File: src/rtl/sw_step_conditioner.sv
// Conditions raw switches and a step button for the 3-state Moore FSM: sync, debounce, one strobe per press.
// Optional timed auto-stepping is built when AUTOSTEP_EN is defined.
module sw_step_conditioner #(
  parameter int DB_CYCLES = 16,
  parameter int CNT_W     = 5
`ifdef AUTOSTEP_EN
  , parameter int AUTO_PERIOD = 1000
`endif
) (
  input  logic       clk,
  input  logic       reset,
  input  logic [1:0] raw_sw,
  input  logic       raw_btn,
`ifdef AUTOSTEP_EN
  input  logic       auto_en,
`endif
  output logic [1:0] sw_out,
  output logic       step,
  output logic [7:0] step_cnt
);

  typedef enum logic [1:0] {IDLE, FIRE, HOLD} step_state_t;

  step_state_t      state_q, state_d;
  logic [2:0]       sync_q1, sync_q2;
  logic [2:0]       db_q;
  logic [CNT_W-1:0] db_cnt [3];
  logic             db_btn;
  logic             fire_next;
  logic             auto_mode;
  logic             period_hit;

  assign db_btn    = db_q[2];
  assign sw_out    = db_q[1:0];
  assign step      = (state_q == FIRE);
  assign fire_next = (state_d == FIRE);

  // Bit 2 carries the button, bits 1:0 the switches.
  always_ff @(posedge clk or negedge reset) begin
    if (!reset) begin
      sync_q1 <= '0;
      sync_q2 <= '0;
    end else begin
      sync_q1 <= {raw_btn, raw_sw};
      sync_q2 <= sync_q1;
    end
  end

  // Switch updates that would land on the edge entering FIRE are held back one cycle.
  always_ff @(posedge clk or negedge reset) begin
    if (!reset) begin
      db_q <= '0;
      for (int i = 0; i < 3; i++) db_cnt[i] <= '0;
    end else begin
      for (int i = 0; i < 3; i++) begin
        if (sync_q2[i] == db_q[i]) begin
          db_cnt[i] <= '0;
        end else if (db_cnt[i] == CNT_W'(DB_CYCLES - 1)) begin
          if (i < 2 && fire_next) begin
            db_cnt[i] <= db_cnt[i];
          end else begin
            db_q[i]   <= sync_q2[i];
            db_cnt[i] <= '0;
          end
        end else begin
          db_cnt[i] <= db_cnt[i] + CNT_W'(1);
        end
      end
    end
  end

`ifdef AUTOSTEP_EN
  localparam int AP_W = $clog2(AUTO_PERIOD);

  logic [AP_W-1:0] period_cnt;

  assign auto_mode  = auto_en;
  assign period_hit = (period_cnt == AP_W'(AUTO_PERIOD - 1));

  always_ff @(posedge clk or negedge reset) begin
    if (!reset) begin
      period_cnt <= '0;
    end else if (!auto_en || period_hit) begin
      period_cnt <= '0;
    end else begin
      period_cnt <= period_cnt + AP_W'(1);
    end
  end
`else
  assign auto_mode  = 1'b0;
  assign period_hit = 1'b0;
`endif

  always_ff @(posedge clk or negedge reset) begin
    if (!reset) begin
      state_q <= IDLE;
    end else begin
      state_q <= state_d;
    end
  end

  always_comb begin
    state_d = state_q;
    case (state_q)
      IDLE: begin
        if (auto_mode ? period_hit : db_btn) state_d = FIRE;
      end
      FIRE: state_d = HOLD;
      HOLD: begin
        if (auto_mode || !db_btn) state_d = IDLE;
      end
      default: state_d = IDLE;
    endcase
  end

  always_ff @(posedge clk or negedge reset) begin
    if (!reset) begin
      step_cnt <= '0;
    end else if (state_q == FIRE) begin
      step_cnt <= step_cnt + 8'd1;
    end
  end

endmodule

File: config.mk
export PLATFORM = sky130hd
export DESIGN_NAME = sw_step_conditioner
export DESIGN_NICKNAME = d
export VERILOG_FILES = /design/src/rtl/sw_step_conditioner.sv
export SDC_FILE = /design/constraint.sdc
export NUM_CORES = 1
export LEC_CHECK = 0
export BUFFER_PORTS_ARGS = -buffer_cell sky130_fd_sc_hd__buf_4
export CAP_MARGIN = 30
export CORE_MARGIN = 5
export CORE_UTILIZATION = 30
export DETAILED_ROUTE_END_ITERATION = 7
export PLACE_DENSITY = 0.45
export SYNTH_ARGS = -nofsm -noshare
export SYNTH_HDL_FRONTEND = slang
export SYNTH_SLANG_ARGS = --single-unit
File: constraint.sdc
create_clock -name clk -period 2.2 [get_ports clk]
set_input_delay 0.11 -clock clk [delete_from_list [all_inputs] [get_ports clk]]
set_output_delay 0.11 -clock clk [all_outputs]
set_load 0.01 [all_outputs]
==> metrics.yaml, run 1 <==
global_routing:
  grt_pass1_vias: 978
  grt_remaining_overflow: 0
  grt_max_degree: 35
  grt_pass1_wl_um: 4485
  antenna_found_initial: 0
  grt_usage_pct: 9.297
critical_path:
  start_kind: "register"
  worst-path-buf-inv: 1
  startpoint: "state_q[0]"
  r2r-start: "state_q[0]"
  worst_path_largest_cell_delay_ps: 600
  arrival_ps: 1510
  rr_worst_depth: 2
  crit_required_ps: 2090
  crit_chain: "nor2b_1 -> buf_4"
  cp_max_fo: 10
  crit_type: "reg -> out"
  r2r-end: "step_cnt[1]"
  r2r_setup_slack_ps: 720
  critPathCaptureType: "primary output"
  slowest_stage: "nor2b_1"
  crit_family: "simple AND/OR/NAND/NOR gates"
timing:
  fin_tns_setup_ps: 0
  drv_slew: 0
  fin_crit_ps: 1617
  hold_viol: 0
  rsz0062_at_grt: "no"
  worst_slew_pin_slew_ps: 702.8
  fin_skew_ps: 4.347
  fmax_ghz: 0.6185
  setup_violations: 0
  setup_slack_ps: 583.1
  slew_headroom_pct: 53.05
  post-route-period-util_pct: 73.49
routing:
  finalWirelength_um: 2422
  postRouteAntennaNets: 0
  dr.first_iter.drc_count: 36
  vias: 918
  wl_per_cell_um: 12.75
  dr.pass1.iters: 4
  drc: 0
  viasPerCell: 4.832
run:
  cap_violations: 0
power_and_ir_drop:
  p_leak_nw: 0.8259
  power_mw: 1.174
  peakVddDrop_uv: 309.4
  power_density_mw_per_mm2: 685.2
synth:
  netlist_area_sq_mm: 0.001423
  yosys.area.top_type_share_pct: 59.81
  ys_ff_latch: 34
  synth_fp_nets: 121
  yosys.area.top_type: "dfrtp_1"
  synthTopCellsByArea: "dfrtp_1 (60%), xnor2_1 (4.9%), xor2_1 (4.9%)"
  yosys.cell_types.count: 27
  netlist_instances: 112
  seq_area_frac_synth_pct: 59.81
  synth_warnings: 0
  synth_area_per_cell_sq_um: 12.70
floorplan:
  die_h_um: 78.86
  dieArea_sq_mm: 0.006219
  start_util_pct: 30.52
  row_count: 25
  core_area_sq_mm: 0.004661
  num_io_pins: 16
  fp.dieW_um: 78.86
finish:
  drive_above_1_share_pct: 19.85
  final_common_cell: "dfrtp_1"
  final_area_sq_mm: 0.001714
  synthToLayoutAreaGrowth_pct: 20.49
  diodes: 0
  nets: 144
  final_cell_mix: "dfrtp_1 (34), buf_4 (15), xor2_1 (8), xnor2_1 (8), nand2_1 (8)"
placement:
  routabilityCongestion: 0.7396
  port_buffers: 15
  dpl.hpwl_um: 1672
  placed_cell_area_sq_mm: 0.001583
  place_ws_ps: 705.0
min_path:
  hp-class: "in -> async"
cts:
  htree_levels: 2
  cts_buffers: 5
  clock_latency_ps: 280
  cts_sinks: 34
  cts-resized-gates: 0
  root_buffer: "clkbuf_8"
  clock_path_buffers: 2
  cts_tree: "built"
  path_clk_slew_ps: 60
status:
  status: "finished clean"
==> state kept, by name, indices dropped and copies added (netlist names) <==
register  cells
sync_q2       3
sync_q1       3
step_cnt      8
state_q       2
db_q          3
db_cnt       15
==> report_power, final <==
group / internal [mW] / leakage [nW] / total, mW / switching, mW
registers: 0.645 / 0.453 / 0.661 / 0.0160
clock network: 0.252 / 0.0482 / 0.461 / 0.208
logic: 0.0241 / 0.324 / 0.0534 / 0.0293
total: 0.921 / 0.826 / 1.17 / 0.254
==> how the worst max path moves through the flow <==
stage             endpoint  slack, ps  cells after the start
6_report              step        580                      2
5_1_grt               step        460                      2
4_1_cts               step        540                      2
3_5_place_dp   step_cnt[7]        710                      3
3_3_place_gp   step_cnt[1]        780                      2
2_1_floorplan      db_q[1]        910                      4
==> metal layers <==
metal	routed length, um	part of all wire (%)	global-route usage, %
met1	1128	47	11.23
met2	1109	46	14.60
met3	136	5.6	3.741
met4	46	1.9	4.124
met5	0	0	0
==> per-stage QoR <==
| stage | std cells | hold slack, ps | utilization, % |
|---|---|---|---|
| floorplan | 112 | -185.6 | - |
| global placement | 178 | 88.33 | 33.96 |
| detailed placement | 178 | 91.31 | 33.96 |
| CTS | 190 | 344.0 | 36.78 |
| global route | 190 | 367.1 | 36.78 |
| finish | 190 | 319.7 | 36.78 |
==> Yosys cell counts <==
library cell  count
a211oi_1          2
a21oi_1           2
a31oi_1           4
and2_1            2
and3_1            3
and4b_1           2
buf_2             1
buf_4             2
dfrtp_1          34
ha_1              4
mux2_1            2
mux2_4            2
nand2_1           8
nand2b_1          1
nand3_1           6
nand3b_1          1
nand4_1           6
nand4b_1          2
nor2_1            3
nor2_2            2
nor2b_1           1
nor3b_4           1
o21ai_0           2
o21ai_1           1
o31ai_1           2
xnor2_1           8
xor2_1            8
==> what timing repair did <==
item | 4_1_cts | 5_1_grt
setup buffers | 0 | 0
hold buffers | 4 | 0
hold endpoints to repair | 37 | 0
==> cells by family after synthesis <==
logic type | after synthesis | share of synthesized area (%)
AND/OR/NAND/NOR | 38 | 16.10
AO/OA/AOI/OAI | 13 | 5.628
multiplexers | 4 | 3.694
XOR/XNOR | 16 | 9.851
buffers and inverters | 3 | 1.407
flip-flops | 34 | 59.81
adder cells (fa/ha/maj) | 4 | 3.518
==> layout make-up <==
class                      instances  area [sq um]
multi-input combinational         75         551.8
fill                             465          2947
clock buffer                       7         86.33
sequential                        34         850.8
clock inverter                     1         5.005
tap                               54         67.56
timing repair buffer              19         152.6
Power figures use the tool's default switching activity.
==> run 2: changes to the inputs <==
ABC_AREA = 1   (was default)
clock period = 1.6 ns   (was 2.2 ns; I/O delays follow)
==> metrics.yaml, run 2 <==
synth:
  synth_fp_nets: 170  # +40%
  synth_edf_count: 0  # unchanged
  netlist_instances: 161  # +44%
  yosys.area.top_type_share_pct: 56.48  # -3.3 points
  yosys.cell_types.count: 24  # -11%
  synth_warnings: 0  # unchanged
  synthArstFlopShare_pct: 100.0  # unchanged
  seq_area_frac_synth_pct: 56.48  # -3.3 points
  ys_ff_latch: 34  # unchanged
  synthTopCellsByArea: "dfrtp_1 (56%), nand2_1 (11%), nand3_1 (5.3%)"
  yosys.area.top_type: "dfrtp_1"
  netlist_area_sq_mm: 0.001506  # +5.9%
  yosysMostFrequentCell: "nand2_1"
  dominantRegCellSynth: "dfrtp_1"
  synth_area_per_cell_sq_um: 9.357  # -26%
  synthTopCellsByCount: "nand2_1 (44), dfrtp_1 (34), nor2_1 (17)"
timing:
  drv_slew: 0  # unchanged
  fin_tns_setup_ps: 0  # unchanged
  setup_violations: 0  # unchanged
  fin_hold_ws_ps: 296.8  # -22.90 ps
  fmax_ghz: 0.7989
  fin_skew_ps: 3.499  # -0.8484 ps
  fin_crit_ps: 1252
  setup_slack_ps: 348.3  # -234.8 ps
  rsz0062_at_grt: "no"
  post-route-period-util_pct: 78.23
  worst_slew_pin_slew_ps: 439.7  # -263.1 ps
  slew_headroom_pct: 70.69  # +18 points
  hold_viol: 0  # unchanged
cts:
  cts-resized-gates: 0  # unchanged
  htree_levels: 2  # unchanged
  post-cts-setup-buffers: 0  # unchanged
  cts_sinks: 34  # unchanged
  root_buffer: "clkbuf_8"
  cts_buffers: 5  # unchanged
  cts_hold_buf: 4  # unchanged
  clock_path_buffers: 2  # unchanged
  clock_latency_ps: 280  # about the same
  cts_tree: "built"
  path_clk_slew_ps: 60  # about the same
finish:
  regArea_sq_um: 850.8  # unchanged
  reg_top3: "db_cnt x15, step_cnt x8"
  nets: 194  # +35%
  final_common_cell: "nand2_1"
  fin_cells: 252  # +33%
  synthToLayoutAreaGrowth_pct: 19.77
  diodes: 0  # unchanged
  fill_cells: 475  # +2.2%
  multi_input_area_sq_um: 580.6  # +5.2%
  largest_register: "db_cnt"
  final_cell_mix: "nand2_1 (44), dfrtp_1 (34), nor2_1 (17), nand3_1 (16), buf_4 (15)"
  drive_above_1_share_pct: 17.84  # -2.0 points
  largest_register_ffs: 15  # unchanged
floorplan:
  dieArea_sq_mm: 0.006538  # +5.1%
  core_area_sq_mm: 0.004786  # +2.7%
  fp.dieW_um: 80.86  # +2.5%
  die_h_um: 80.86  # +2.5%
  start_util_pct: 31.48  # +0.95 points
  row_count: 25  # unchanged
  num_io_pins: 16  # unchanged
critical_path:
  worst_path_most_repeated_cell: "nand2_1"
  crit_required_ps: 1770  # -320 ps
  arrival_ps: 1420  # -90 ps
  cp_max_fo: 8  # -2
  slowest_stage: "dfrtp_1"
  crit_type: "reg -> reg"
  critPathCaptureType: "register"
  crit_chain: "ha_1 -> nand3_1 -> nor2_4 -> nand2_1 -> nand2_1 -> nand2_1"
  start_kind: "register"
  worst_path_largest_cell_delay_ps: 390  # -210 ps
power_and_ir_drop:
  peakVddDrop_uv: 448.8  # +45%
  p_leak_nw: 0.8852  # +7.2%
  clockPowerShare_pct: 36.9  # -2.3 points
  p_sw_mw: 0.3485  # +37%
  power_density_mw_per_mm2: 871.7  # +27%
  netSwitchingFraction_pct: 22.16  # +0.55 points
  seq_power_share_pct: 57.6  # +1.4 points
  power_mw: 1.573  # +34%
  p_comb_share_pct: 5.5  # +1.0 points
  internal_power_mw: 1.224  # +33%
global_routing:
  grt_pass1_vias: 1031  # +5.4%
  grt_remaining_overflow: 0  # unchanged
  grt_pass1_wl_um: 4402  # -1.9%
  antenna_found_initial: 0  # unchanged
  grt_max_degree: 35  # unchanged
  grt_usage_pct: 8.967  # -0.33 points
routing:
  vias: 1089  # +19%
  wl_per_cell_um: 9.925  # -22%
  postRouteAntennaNets: 0  # unchanged
  dr.pass1.iters: 4  # unchanged
  finalWirelength_um: 2501  # +3.3%
  dr.first_iter.drc_count: 87  # +140%
  viasPerCell: 4.321  # -11%
  drc: 0  # unchanged
placement:
  dpl.hpwl_um: 1798  # +7.5%
  routabilityCongestion: 0.7856  # +6.2%
  port_buffers: 15  # unchanged
  placed_cells: 241  # +35%
  place_ws_ps: 343.1  # -361.9 ps
status:
  status: "finished clean"
run:
  cap_violations: 0  # unchanged
min_path:
  hp-class: "in -> async"
run 2: routing by layer:
layer / global-route usage [%] / up-vias / routed length (um)
met5: 0 / - / 0
met4: 4.223 / 0 / 44
met3: 4.324 / 5 / 180
met2: 13.46 / 23 / 1058
met1: 10.77 / 510 / 1218
li1: - / 551 / -
run 2: final cells by class:
| cell class | instances | share of cell area, % |
|---|---|---|
| flip-flops and latches | 34 | 47.16 |
| multi-input cells | 109 | 32.18 |
| repair buffers | 19 | 8.460 |
| well taps | 67 | 4.646 |
| clock buffers | 7 | 4.230 |
| inverters | 16 | 3.329 |
run 2: power by group through the flow:
stage                     clock [mW]  combinational [mW]  sequential, mW
after detailed placement           0              0.0822           0.921
final                          0.580              0.0872           0.906
after CTS                      0.612              0.0899           0.905
after floorplan                    0              0.0465           0.918
after global placement             0              0.0792           0.920
after global routing           0.643               0.101           0.908
run 2: through the flow:
stage | area, sq um | util, %
after floorplan | 1506 | -
final | 1804 | 37.70
after global placement | 1688 | 35.27
after global routing | 1804 | 37.70
after detailed placement | 1688 | 35.27
after CTS | 1804 | 37.70
run 2: critical path: cells and delay by family (launching register included):
| family | cells | cell delay [ps] |
|---|---|---|
| adder cells (fa/ha/maj) | 1 | 200 |
| AND/OR/NAND/NOR | 5 | 550 |
| flip-flops | 1 | 390 |
run 2: cells by family after synthesis:
kind of cell / count (synthesis) / share of synthesized area [%]
simple gates: 90 / 26.99
xor+xnor: 9 / 5.731
flops: 34 / 56.48
fa+ha+maj: 4 / 3.322
compound gates: 6 / 2.491
buf+inv: 18 / 4.983
run 2: final timing paths:
check,startpoint,cells past startpoint,slack [ps],endpoint
max,db_cnt[5],6,350,db_q[1]
min,reset,2,300,db_cnt[3]
max reg2reg,db_cnt[5],6,350,db_q[1]
min reg2reg,sync_q1[2],0,350,sync_q2[2]
max in group asynchronous,reset,2,990,db_q[0]
min in group clk,sync_q1[2],0,350,sync_q2[2]
